[src/rtl/fifo_pkg.sv]
// fifo_pkg
// Shared definitions for the parametrised synchronous FIFO and the
// flow-control blocks that consume its status flags.
//   fifo_ptr_w()      : address width for a given depth (clog2 wrapper)
//   FLAG_* constants  : bit positions of the packed status-flag vector
//   FLAGS_RESET       : value of that vector straight out of reset
package fifo_pkg;

  // Address width needed to index DEPTH storage entries. Pointers and
  // counts carry one extra bit on top of this.
  function automatic int fifo_ptr_w(input int depth);
    return $clog2(depth);
  endfunction

  localparam int FLAG_FULL         = 0;
  localparam int FLAG_EMPTY        = 1;
  localparam int FLAG_ALMOST_FULL  = 2;
  localparam int FLAG_ALMOST_EMPTY = 3;
  localparam int FLAG_W            = 4;

  // An empty FIFO is both empty and almost empty, and nothing else.
  localparam logic [FLAG_W-1:0] FLAGS_RESET = 4'b1010;

endpackage

[src/rtl/fifo_ram.sv]
// fifo_ram
// Simple dual-port storage array, DATA_W x DEPTH, for the FIFO.
//   clk      in   clock, rising edge
//   reset    in   synchronous active-high, clears only the read register
//   wr_en    in   write strobe
//   wr_addr  in   AW   write address
//   wr_data  in   DATA_W write data
//   rd_en    in   read enable, loads the read register
//   rd_addr  in   AW   read address
//   rd_data  out  DATA_W registered read data, holds when rd_en is low
// The array itself is never reset.
module fifo_ram
  import fifo_pkg::*;
#(
  parameter int DATA_W = 6,
  parameter int DEPTH  = 4,
  parameter int AW     = fifo_ptr_w(DEPTH)
) (
  input  logic              clk,
  input  logic              reset,
  input  logic              wr_en,
  input  logic [AW-1:0]     wr_addr,
  input  logic [DATA_W-1:0] wr_data,
  input  logic              rd_en,
  input  logic [AW-1:0]     rd_addr,
  output logic [DATA_W-1:0] rd_data
);

  logic [DATA_W-1:0] mem [DEPTH];

  // Write port: plain synchronous write, no reset so it can map onto
  // block or distributed RAM.
  always_ff @(posedge clk) begin
    if (wr_en) begin
      mem[wr_addr] <= wr_data;
    end
  end

  // Read port: registered output that only updates on an enabled read,
  // so the last popped word stays visible until the next pop.
  always_ff @(posedge clk) begin
    if (reset) begin
      rd_data <= '0;
    end else if (rd_en) begin
      rd_data <= mem[rd_addr];
    end
  end

endmodule

[src/rtl/fifo_sync_param.sv]
// fifo_sync_param
// Parametrised synchronous FIFO (any DATA_W, power-of-two DEPTH >= 2)
// sitting between a producer and a consumer. Drives their pause/can_pop
// flow-control inputs directly.
//   clk, reset            clock and synchronous active-high reset
//   wr_en, wr_data        push request and data
//   rd_en                 pop request
//   af_thresh, ae_thresh  almost-full (>=) and almost-empty (<=) thresholds
//   err_clr               clears sticky error flags
//   rd_data, rd_valid     registered pop data and its one-cycle strobe
//   count                 occupancy 0..DEPTH
//   full, empty, almost_full, almost_empty   registered occupancy flags
//   pause, can_pop        producer stop / consumer go
//   wr_error, rd_error    rejected push / rejected pop
//   error                 wr_error | rd_error
// Build option: define FIFO_STICKY_ERR_EN to make wr_error/rd_error hold
// until err_clr or reset; otherwise they are one-cycle pulses.
module fifo_sync_param
  import fifo_pkg::*;
#(
  parameter int DATA_W = 6,
  parameter int DEPTH  = 4,
  localparam int AW    = fifo_ptr_w(DEPTH)
) (
  input  logic              clk,
  input  logic              reset,
  input  logic              wr_en,
  input  logic [DATA_W-1:0] wr_data,
  input  logic              rd_en,
  input  logic [AW:0]       af_thresh,
  input  logic [AW:0]       ae_thresh,
  input  logic              err_clr,
  output logic [DATA_W-1:0] rd_data,
  output logic              rd_valid,
  output logic [AW:0]       count,
  output logic              full,
  output logic              empty,
  output logic              almost_full,
  output logic              almost_empty,
  output logic              pause,
  output logic              can_pop,
  output logic              wr_error,
  output logic              rd_error,
  output logic              error
);

  localparam logic [AW:0] CNT_ONE   = (AW+1)'(1);
  localparam logic [AW:0] CNT_DEPTH = (AW+1)'(DEPTH);

  logic [AW:0]       wr_ptr;
  logic [AW:0]       rd_ptr;
  logic [AW:0]       next_count;
  logic [FLAG_W-1:0] flags_q;
  logic [FLAG_W-1:0] next_flags;
  logic              push_acc;
  logic              pop_acc;
  logic              ram_wr_en;

  assign full         = flags_q[FLAG_FULL];
  assign empty        = flags_q[FLAG_EMPTY];
  assign almost_full  = flags_q[FLAG_ALMOST_FULL];
  assign almost_empty = flags_q[FLAG_ALMOST_EMPTY];
  assign pause        = almost_full | full;
  assign can_pop      = ~empty & ~almost_empty;
  assign error        = wr_error | rd_error;

  // Acceptance looks only at this cycle's registered flags, so a push
  // into a full FIFO is refused even if a pop frees a slot on the same
  // edge, and a pop from an empty FIFO is refused even alongside a push.
  assign push_acc  = wr_en & ~full;
  assign pop_acc   = rd_en & ~empty;
  assign ram_wr_en = push_acc & ~reset;

  // Occupancy after this edge: one up for a lone push, one down for a
  // lone pop, unchanged for both or neither.
  always_comb begin
    next_count = count;
    if (push_acc && !pop_acc) begin
      next_count = count + CNT_ONE;
    end else if (!push_acc && pop_acc) begin
      next_count = count - CNT_ONE;
    end
  end

  // All status flags are derived from the next occupancy so they line up
  // with count on the same edge. A threshold above DEPTH can never be
  // reached, which disables almost_full.
  always_comb begin
    next_flags                    = '0;
    next_flags[FLAG_FULL]         = (next_count == CNT_DEPTH);
    next_flags[FLAG_EMPTY]        = (next_count == '0);
    next_flags[FLAG_ALMOST_FULL]  = (next_count >= af_thresh);
    next_flags[FLAG_ALMOST_EMPTY] = (next_count <= ae_thresh);
  end

  // Pointer, occupancy and pop-strobe registers. Pointers are one bit
  // wider than the storage address and simply wrap; only the low AW bits
  // go to the RAM.
  always_ff @(posedge clk) begin
    if (reset) begin
      wr_ptr   <= '0;
      rd_ptr   <= '0;
      count    <= '0;
      flags_q  <= FLAGS_RESET;
      rd_valid <= 1'b0;
    end else begin
      if (push_acc) begin
        wr_ptr <= wr_ptr + CNT_ONE;
      end
      if (pop_acc) begin
        rd_ptr <= rd_ptr + CNT_ONE;
      end
      count    <= next_count;
      flags_q  <= next_flags;
      rd_valid <= pop_acc;
    end
  end

  // Error flags record a refused request. In sticky mode a fresh error on
  // the same edge as err_clr wins, so no event is ever lost.
  always_ff @(posedge clk) begin
    if (reset) begin
      wr_error <= 1'b0;
      rd_error <= 1'b0;
    end else begin
`ifdef FIFO_STICKY_ERR_EN
      wr_error <= (wr_en & full) | (wr_error & ~err_clr);
      rd_error <= (rd_en & empty) | (rd_error & ~err_clr);
`else
      wr_error <= wr_en & full;
      rd_error <= rd_en & empty;
`endif
    end
  end

`ifndef FIFO_STICKY_ERR_EN
  logic err_clr_unused;
  assign err_clr_unused = err_clr;
`endif

  fifo_ram #(
    .DATA_W (DATA_W),
    .DEPTH  (DEPTH),
    .AW     (AW)
  ) u_ram (
    .clk     (clk),
    .reset   (reset),
    .wr_en   (ram_wr_en),
    .wr_addr (wr_ptr[AW-1:0]),
    .wr_data (wr_data),
    .rd_en   (pop_acc),
    .rd_addr (rd_ptr[AW-1:0]),
    .rd_data (rd_data)
  );

endmodule

[config.mk]
export PLATFORM = sky130hd
export DESIGN_NAME = fifo_sync_param
export DESIGN_NICKNAME = d
export VERILOG_FILES = /design/src/rtl/fifo_pkg.sv /design/src/rtl/fifo_ram.sv /design/src/rtl/fifo_sync_param.sv
export SDC_FILE = /design/constraint.sdc
export NUM_CORES = 1
export LEC_CHECK = 0
export BUFFER_PORTS_ARGS = -buffer_cell sky130_fd_sc_hd__clkbuf_2
export CAP_MARGIN = 20
export CORE_MARGIN = 1
export CORE_UTILIZATION = 25
export DETAILED_ROUTE_END_ITERATION = 7
export GPL_ROUTABILITY_DRIVEN = 0
export GPL_TIMING_DRIVEN = 0
export PLACE_DENSITY = 0.42
export SLEW_MARGIN = 20
export SYNTH_ARGS = -nofsm -noshare
export SYNTH_HDL_FRONTEND = slang
export SYNTH_HIERARCHICAL = 1
export SYNTH_SLANG_ARGS = --single-unit
[constraint.sdc]
create_clock -name clk -period 3.3 [get_ports clk]
set_input_delay 0.66 -clock clk [delete_from_list [all_inputs] [get_ports clk]]
set_output_delay 0.66 -clock clk [all_outputs]
set_load 0.1 [all_outputs]
Word level (Yosys, flattened, before mapping)
Memories as Yosys holds them, arrays and structs flattened. A register that Yosys moved wholly into a read port is not among the register bits. Cells that the tools add are included. Widths: inputs -> output; s select.

Add/sub/neg operators: 4. Multiply operators: 0. Divide/modulo/power cells: 0. $lt $le $gt $ge: 2. Eq/ne operators: 1. Shift-type cells: 0. Muxes and demuxes: 4. Bitwise logic cells: 12. Reductions and logical operators: 5.

Operators with widths (count): $add 3x1->3 const B (3); $and 1x1->1 (6); $mux 3 (2); $not 1->1 (4); $eq 3x3->1 const B (1); $ge 3x3->1 (1); $le 3x3->1 (1); $logic_not 3->1 (1); $sub 3x1->3 const B (1); $logic_and 1x1->1 (2); $logic_not 1->1 (2); $mux 1 (2); $or 1x1->1 (2).

Register bits: 16. Latch bits: 0. RAM bits: 24. Memory bits (read-only): 0. Input bits: 17. Output and inout port bits: 19. Word-level logic and storage cells: 36. Memories: 1.

Memory list: u_ram.mem (words 4, width 6, read ports 1, clocked after memory_dff 1, write ports 1, RTL line fifo_ram.sv:29) `logic [DATA_W-1:0] mem [DEPTH];`.

Depth between registers and ports, before layout
Gate-level depths: netlist of the first run.

Depth after elaboration: 7. Gate-level depth with buffers: 10.

Hierarchy
The synthesis of the first run kept the hierarchy.

By module, submodules not included: fifo_ram (times used 1, cells each 63, area each 1128.6 µm²); fifo_sync_param (times used 1, cells each 88, area each 768.2 µm²).

Worst setup path before layout of the first run
No wires, ideal clock.

Path type: reg2out. From: register flags_q[1]. To: output port can_pop. Data arrival time: 2.063 ns. Data required time: 2.640 ns. Setup slack: 0.577 ns. Cell stages (with the launch flop): 2. Cells stage by stage: dfxtp_1 nor2_1.

Word-level cells in the longest chain between the ends: 2.

RTL lines: start, declared (RTL line fifo_sync_param.sv:53) `logic [FLAG_W-1:0] flags_q;`; start signal, assigned (RTL line fifo_sync_param.sv:114) `flags_q <= next_flags;`; $not 1->1 (RTL line fifo_sync_param.sv:64) `assign can_pop = ~empty & ~almost_empty;`; $and 1x1->1 (RTL line fifo_sync_param.sv:64); end, declared (RTL line fifo_sync_param.sv:41) `output logic can_pop,`.

No other way between the ends.

Worst setup path after layout of the first run
From: input port rd_en. To: register flags_q[2].

Word-level cells in the longest chain between the ends: 5. Elaborated cells on any way between the ends: 7.

RTL lines: start, declared (RTL line fifo_sync_param.sv:29) `input logic rd_en,`; $and 1x1->1 * (RTL line fifo_sync_param.sv:71) `assign pop_acc = rd_en & ~empty;`; $logic_and 1x1->1 or $logic_not 1->1 (tied branches) (RTL line fifo_sync_param.sv:80, fifo_sync_param.sv:78); $mux 3 or $logic_and 1x1->1 (tied branches) (RTL line fifo_sync_param.sv:80, fifo_sync_param.sv:78); $mux 3 * (RTL line fifo_sync_param.sv:78) `if (push_acc && !pop_acc) begin`; $ge 3x3->1 * (RTL line fifo_sync_param.sv:92) `next_flags[FLAG_ALMOST_FULL] = (next_count >= af_thresh);`.

Mark *: on every way between the ends. The rest lies on a longest branch, timed or not. A chain may end at the register's enable or synchronous reset.

==> impl_metrics.env, run 1 <==
export IMPL_finalSetupTns_ns=0
export IMPL_wire_per_inst_um=12.5
export IMPL_ys_types=39
export IMPL_grt_max_degree=18
export IMPL_setup_violations=0
export IMPL_async_reset_ff_share_pct=0
export IMPL_drtPass1Iterations=6
export IMPL_clk_pin_slew_ns=0.08
export IMPL_cts_resized=0
export IMPL_grt_usage_pct=9.86
export IMPL_cts_hold_buf=0
export IMPL_p_clk_share_pct=18.6
export IMPL_die_h_um=89.1
export IMPL_postCtsSetupBuffers=0
export IMPL_yosysTopAreaCellShare_pct=38.0
export IMPL_finalPower_mw=1.76
export IMPL_cp_data_arrival_time_ns=2.37
export IMPL_cts_buffers=5
export IMPL_regArea_um2=1120
export IMPL_syn2layout_area_growth_pct=20.3
export IMPL_ys_seq_area_share_pct=59.1
export IMPL_vias=1245
export IMPL_timing_final_crit_share_pct=66.7
export IMPL_synth_common_cells="edfxtp_1 (24), dfxtp_1 (20), mux2i_1 (12)"
export IMPL_hpwl_um=2600
export IMPL_setup_worst_path_end_class="flip-flop"
export IMPL_die_area_um2=7940
export IMPL_ioPinCount=36
export IMPL_clock_latency_ns=0.30
export IMPL_syn_inst=151
export IMPL_cts_sinks=44
export IMPL_synth_top_cell_by_area="edfxtp_1"
export IMPL_pwr_share_seq_pct=38.8
export IMPL_path_max_fanout=8
export IMPL_initial_utilization_pct=26.0
export IMPL_grt_pass1_wl_um=5690
export IMPL_cts_tree="yes"
export IMPL_report_final_slew_viol_count=0
export IMPL_setup_worst_path_start_class="input pin"
export IMPL_drt_initial_drc_count=17
export IMPL_remaining_drc_errors=0
export IMPL_portBuffers=34
export IMPL_fmax_ghz=0.455
export IMPL_insertedDiodeCount=0
export IMPL_tightest_slew_ns=0.686
export IMPL_worst_ir_drop_vdd_mv=0.182
export IMPL_synth_most_common_cell="edfxtp_1"
export IMPL_clock_root_buffer="clkbuf_8"
export IMPL_outcome="finished, final reports clean"
export IMPL_criticalPathCategory="in -> reg"
export IMPL_num_fill_cells=789
export IMPL_p_sw_share_pct=44.7
export IMPL_relSlewSlack_pct=54.1
export IMPL_maxCapViolations=0
export IMPL_rows=31
export IMPL_dp_slack_ns=0.794
export IMPL_viasPerCell=4.26
export IMPL_antenna_found_initial=0
export IMPL_core_area_um2=7290
export IMPL_rsz0062_at_grt="no"
export IMPL_synthTopCellsByArea="edfxtp_1 (38%), dfxtp_1 (21%), mux2i_1 (6.3%), ha_1 (5.3%), or3b_2 (2.8%)"
export IMPL_cts_max_level=2
export IMPL_fin_skew_ns=0.00919
export IMPL_synth_edf_count=24
export IMPL_fin_crit_ns=2.20
export IMPL_worstHoldPathType="reg -> reg"
export IMPL_grt_overflow=0
export IMPL_setup_ws_ns=1.10
export IMPL_synthesis_nets=176
export IMPL_nets=217
export IMPL_clockBufferDepth=2
export IMPL_required_ns=3.47
export IMPL_wirelength_um=3640
export IMPL_internal_power_mw=0.975
export IMPL_syn_area_um2=1900
export IMPL_power_leakage_nw=0.907
export IMPL_ys_ff_latch=44
export IMPL_whs_ns=0.524
export IMPL_ant_nets=0
export IMPL_fin_util_pct=31.3
export IMPL_chipWidth_um=89.1
export IMPL_grt_pass1_vias=1153
export IMPL_finalHoldViolCount=0
export IMPL_layout_drive_gt1_share_pct=30.6
export IMPL_power_density_nw_per_um2=773
export IMPL_combPwrFrac_pct=42.6
export IMPL_multiInputGateArea_um2=714
export IMPL_synth_avg_cell_area_um2=12.6
export IMPL_synth_ff_type="edfxtp_1"
export IMPL_power_switching_mw=0.788
export IMPL_ys_warn_count=6
## area by class of cell
class,instances,area share [%]
Sequential cell,44,49.1
Multi-Input combinational cell,93,31.3
Timing Repair Buffer,34,7.46
Tap cell,99,5.43
Clock buffer,6,3.18
Inverter,9,1.59
Buffer,5,1.32
Clock inverter,2,0.549
## logic make-up after synthesis
kind of cell / synth area share [%]
AOI/OAI and AO/OA: 8.44
xor gates and xnor gates: 2.77
adders and majority gates: 5.28
buffers and inverters: 3.50
DFF: 59.1
muxes: 6.33
and+or+nand+nor: 14.6
## placed cells by master, fill, tap and decap left out, drive strengths merged, types with 2 or more instances in the layout
master	netlist	layout
edfxtp	24	24
buf	4	4
dfxtp	20	20
a21oi	6	6
nand2	4	4
and3	5	5
or2	2	2
nor3	2	2
nor3b	2	2
inv	9	9
nor2b	2	2
xnor2	4	4
nand2b	2	2
xor2	2	2
o21ai	2	2
nand3	3	3
nor2	11	11
clkbuf	1	41
o221ai	6	6
mux2i	12	12
or3b	7	7
ha	8	8
## final timing paths
| kind | depth (start not counted) | startpoint | slack, ns | to |
|---|---|---|---|---|
| hold reg to reg | 1 | flags_q[0] | 0.52 | wr_error |
| setup / recovery | 10 | rd_en | 1.10 | flags_q[2] |
| hold / removal | 1 | flags_q[0] | 0.52 | wr_error |
| setup reg to reg | 9 | flags_q[1] | 1.21 | flags_q[2] |
## per-stage QoR
stage | instances | cell area [um2]
finish | 292 | 2280
global route | 292 | 2280
CTS | 292 | 2280
detailed placement | 284 | 2200
global placement | 284 | 2190
floorplan | 151 | 1900
## flip-flops by register name, indices dropped and copies added, names as in the netlist, 2 cells and up
| register | count |
|---|---|
| count | 3 |
| flags_q | 4 |
| rd_ptr | 2 |
| u_ram/mem | 24 |
| u_ram/rd_data | 6 |
| wr_ptr | 2 |
## metal layers
metal  vias to the layer above  wire, um  track usage (%)
met5                         -         0                0
met4                         0        87             5.19
met1                       587      1700             12.2
li1                        634         -                -
met3                         8        88             2.49
met2                        16      1770             15.8
## critical path, stage by stage
cell	delay, ns
clkbuf_2	0.08
or2b_1	0.23
buf_6	0.14
xnor2_1	0.23
xnor2_1	0.22
ha_1	0.29
nand2b_1	0.14
a21o_1	0.19
a21oi_1	0.14
nor2_1	0.05
## power groups by stage
stage               logic, mW  clock network (mW)  registers (mW)
floorplan               0.344                   0           0.975
global placement        0.760                   0           0.697
detailed placement      0.755                   0           0.698
CTS                     0.758               0.345           0.686
global route            0.810               0.359           0.696
finish                  0.751               0.329           0.684
(Power assumes the default switching activity.)
==> inputs of run 2 (changes only) <==
==> constraint.sdc (replaced) <==
create_clock -name clk -period 2.2 [get_ports clk]
set_input_delay 0.44 -clock clk [delete_from_list [all_inputs] [get_ports clk]]
set_output_delay 0.44 -clock clk [all_outputs]
set_load 0.1 [all_outputs]
==> impl_metrics.env, run 2 (synthesized netlist as in run 1, its figures left out) <==
export IMPL_worstHoldPathType="in -> reg"
export IMPL_power_density_nw_per_um2=1160
export IMPL_p_sw_share_pct=44.8
export IMPL_core_area_um2=7290
export IMPL_cts_sinks=44
export IMPL_syn2layout_area_growth_pct=21.2
export IMPL_power_leakage_nw=0.905
export IMPL_outcome="finished, final reports clean"
export IMPL_criticalPathCategory="reg -> reg"
export IMPL_fmax_ghz=0.486
export IMPL_fin_crit_ns=2.06
export IMPL_cts_hold_buf=0
export IMPL_largest_reg_flops=24
export IMPL_wire_per_inst_um=12.7
export IMPL_worst_ir_drop_vdd_mv=0.261
export IMPL_final_common_cell="clkbuf_2"
export IMPL_pwr_share_seq_pct=38.9
export IMPL_timing_final_crit_share_pct=93.6
export IMPL_setup_violations=0
export IMPL_grt_pass1_vias=1164
export IMPL_clk_pin_slew_ns=0.09
export IMPL_antenna_found_initial=0
export IMPL_clockBufferDepth=2
export IMPL_chipWidth_um=89.1
export IMPL_grt_overflow=0
export IMPL_dp_cells=284
export IMPL_stdcell_count=292
export IMPL_fin_skew_ns=0.00720
export IMPL_ant_nets=0
export IMPL_finalHoldViolCount=0
export IMPL_tightest_slew_ns=0.644
export IMPL_cts_tree="yes"
export IMPL_path_max_fanout=8
export IMPL_grt_max_degree=18
export IMPL_die_h_um=89.1
export IMPL_nets=217
export IMPL_die_area_um2=7940
export IMPL_setup_worst_path_end_class="flip-flop"
export IMPL_setup_worst_path_start_class="flip-flop"
export IMPL_portBuffers=34
export IMPL_hpwl_um=2580
export IMPL_power_switching_mw=1.19
export IMPL_cts_buffers=5
export IMPL_vias=1245
export IMPL_maxCapViolations=0
export IMPL_largest_register="u_ram/mem"
export IMPL_finalSetupTns_ns=0
export IMPL_combPwrFrac_pct=42.4
export IMPL_rows=31
export IMPL_layout_common_cells="clkbuf_2 (34), edfxtp_1 (24), dfxtp_1 (15)"
export IMPL_drt_initial_drc_count=41
export IMPL_grt_usage_pct=9.97
export IMPL_internal_power_mw=1.47
export IMPL_clock_root_buffer="clkbuf_8"
export IMPL_clock_latency_ns=0.29
export IMPL_initial_utilization_pct=26.0
export IMPL_layout_drive_gt1_share_pct=34.2
export IMPL_report_final_slew_viol_count=0
export IMPL_cp_data_arrival_time_ns=2.23
export IMPL_remaining_drc_errors=0
export IMPL_drtPass1Iterations=4
export IMPL_viasPerCell=4.26
export IMPL_largestRegisters="u_ram/mem x24, u_ram/rd_data x6, flags_q x4"
export IMPL_wirelength_um=3700
export IMPL_cts_max_level=2
export IMPL_grt_pass1_wl_um=5810
export IMPL_postCtsSetupBuffers=0
export IMPL_required_ns=2.37
export IMPL_rsz0062_at_grt="no"
export IMPL_insertedDiodeCount=0
export IMPL_relSlewSlack_pct=56.9
export IMPL_p_clk_share_pct=18.7
export IMPL_ioPinCount=36
## run 2: critical path, stage by stage, from the launching register on
cell and delay [ns]:
dfxtp_2 0.34, or2b_1 0.23, buf_6 0.15, xnor2_1 0.23, xnor2_1 0.21, ha_1 0.28, nand2b_1 0.13, a21o_1 0.17
a21oi_1 0.15, nor2_1 0.05
## run 2: metrics by stage
stage / power (mW) / cell area [um2] / util [%] / hold WS, ns / setup WS, ns
final: 2.66 / 2300 / 31.5 / 0.365 / 0.141
after global routing: 2.82 / 2300 / 31.5 / 0.358 / 0.0126
after CTS: 2.69 / 2290 / 31.4 / 0.354 / 0.0754
after detailed placement: 2.18 / 2200 / 30.2 / 0.507 / -0.123
after global placement: 2.19 / 2200 / 30.2 / 0.513 / -0.424
after floorplan: 1.99 / 1910 / - / 0.494 / -0.0396
## run 2: final cells by class
class,count,area (um2)
Timing Repair Buffer,34,170
Fill cell,786,4990
Tap cell,99,124
Clock inverter,3,18.8
Inverter,9,38.8
Sequential cell,44,1130
Clock buffer,5,68.8
Buffer,5,30.0
Multi-Input combinational cell,93,722
## run 2: path summary, 6_finish.rpt
check        cells past startpoint               to  slack, ns       start
max reg2reg                      9       flags_q[2]       0.14  flags_q[1]
min reg2reg                      1         wr_error       0.52  flags_q[0]
max                              9       flags_q[2]       0.14  flags_q[1]
min                              1  u_ram/mem[3][3]       0.36  wr_data[3]
## run 2: routing by layer
metal | global-route usage, % | vias up | routed length, um
met5 | 0 | - | 0
met4 | 3.90 | 0 | 41
met3 | 2.68 | 2 | 134
met2 | 16.2 | 16 | 1820
met1 | 12.6 | 596 | 1700
li1 | - | 631 | -
## run 2: power by group through the flow
stage / Clock [mW] / Sequential, mW / Combinational [mW]
2_1_floorplan: 0 / 1.47 / 0.515
3_3_place_gp: 0 / 1.06 / 1.13
3_5_place_dp: 0 / 1.06 / 1.13
4_1_cts: 0.517 / 1.04 / 1.13
5_1_grt: 0.553 / 1.05 / 1.21
6_report: 0.498 / 1.04 / 1.13
## run 2: timing repair
| action | CTS | global route |
|---|---|---|
| endpoints found under the setup margin | 0 | 1 |
| endpoints found under the hold margin | 0 | 0 |
| resized for setup | 0 | 3 |
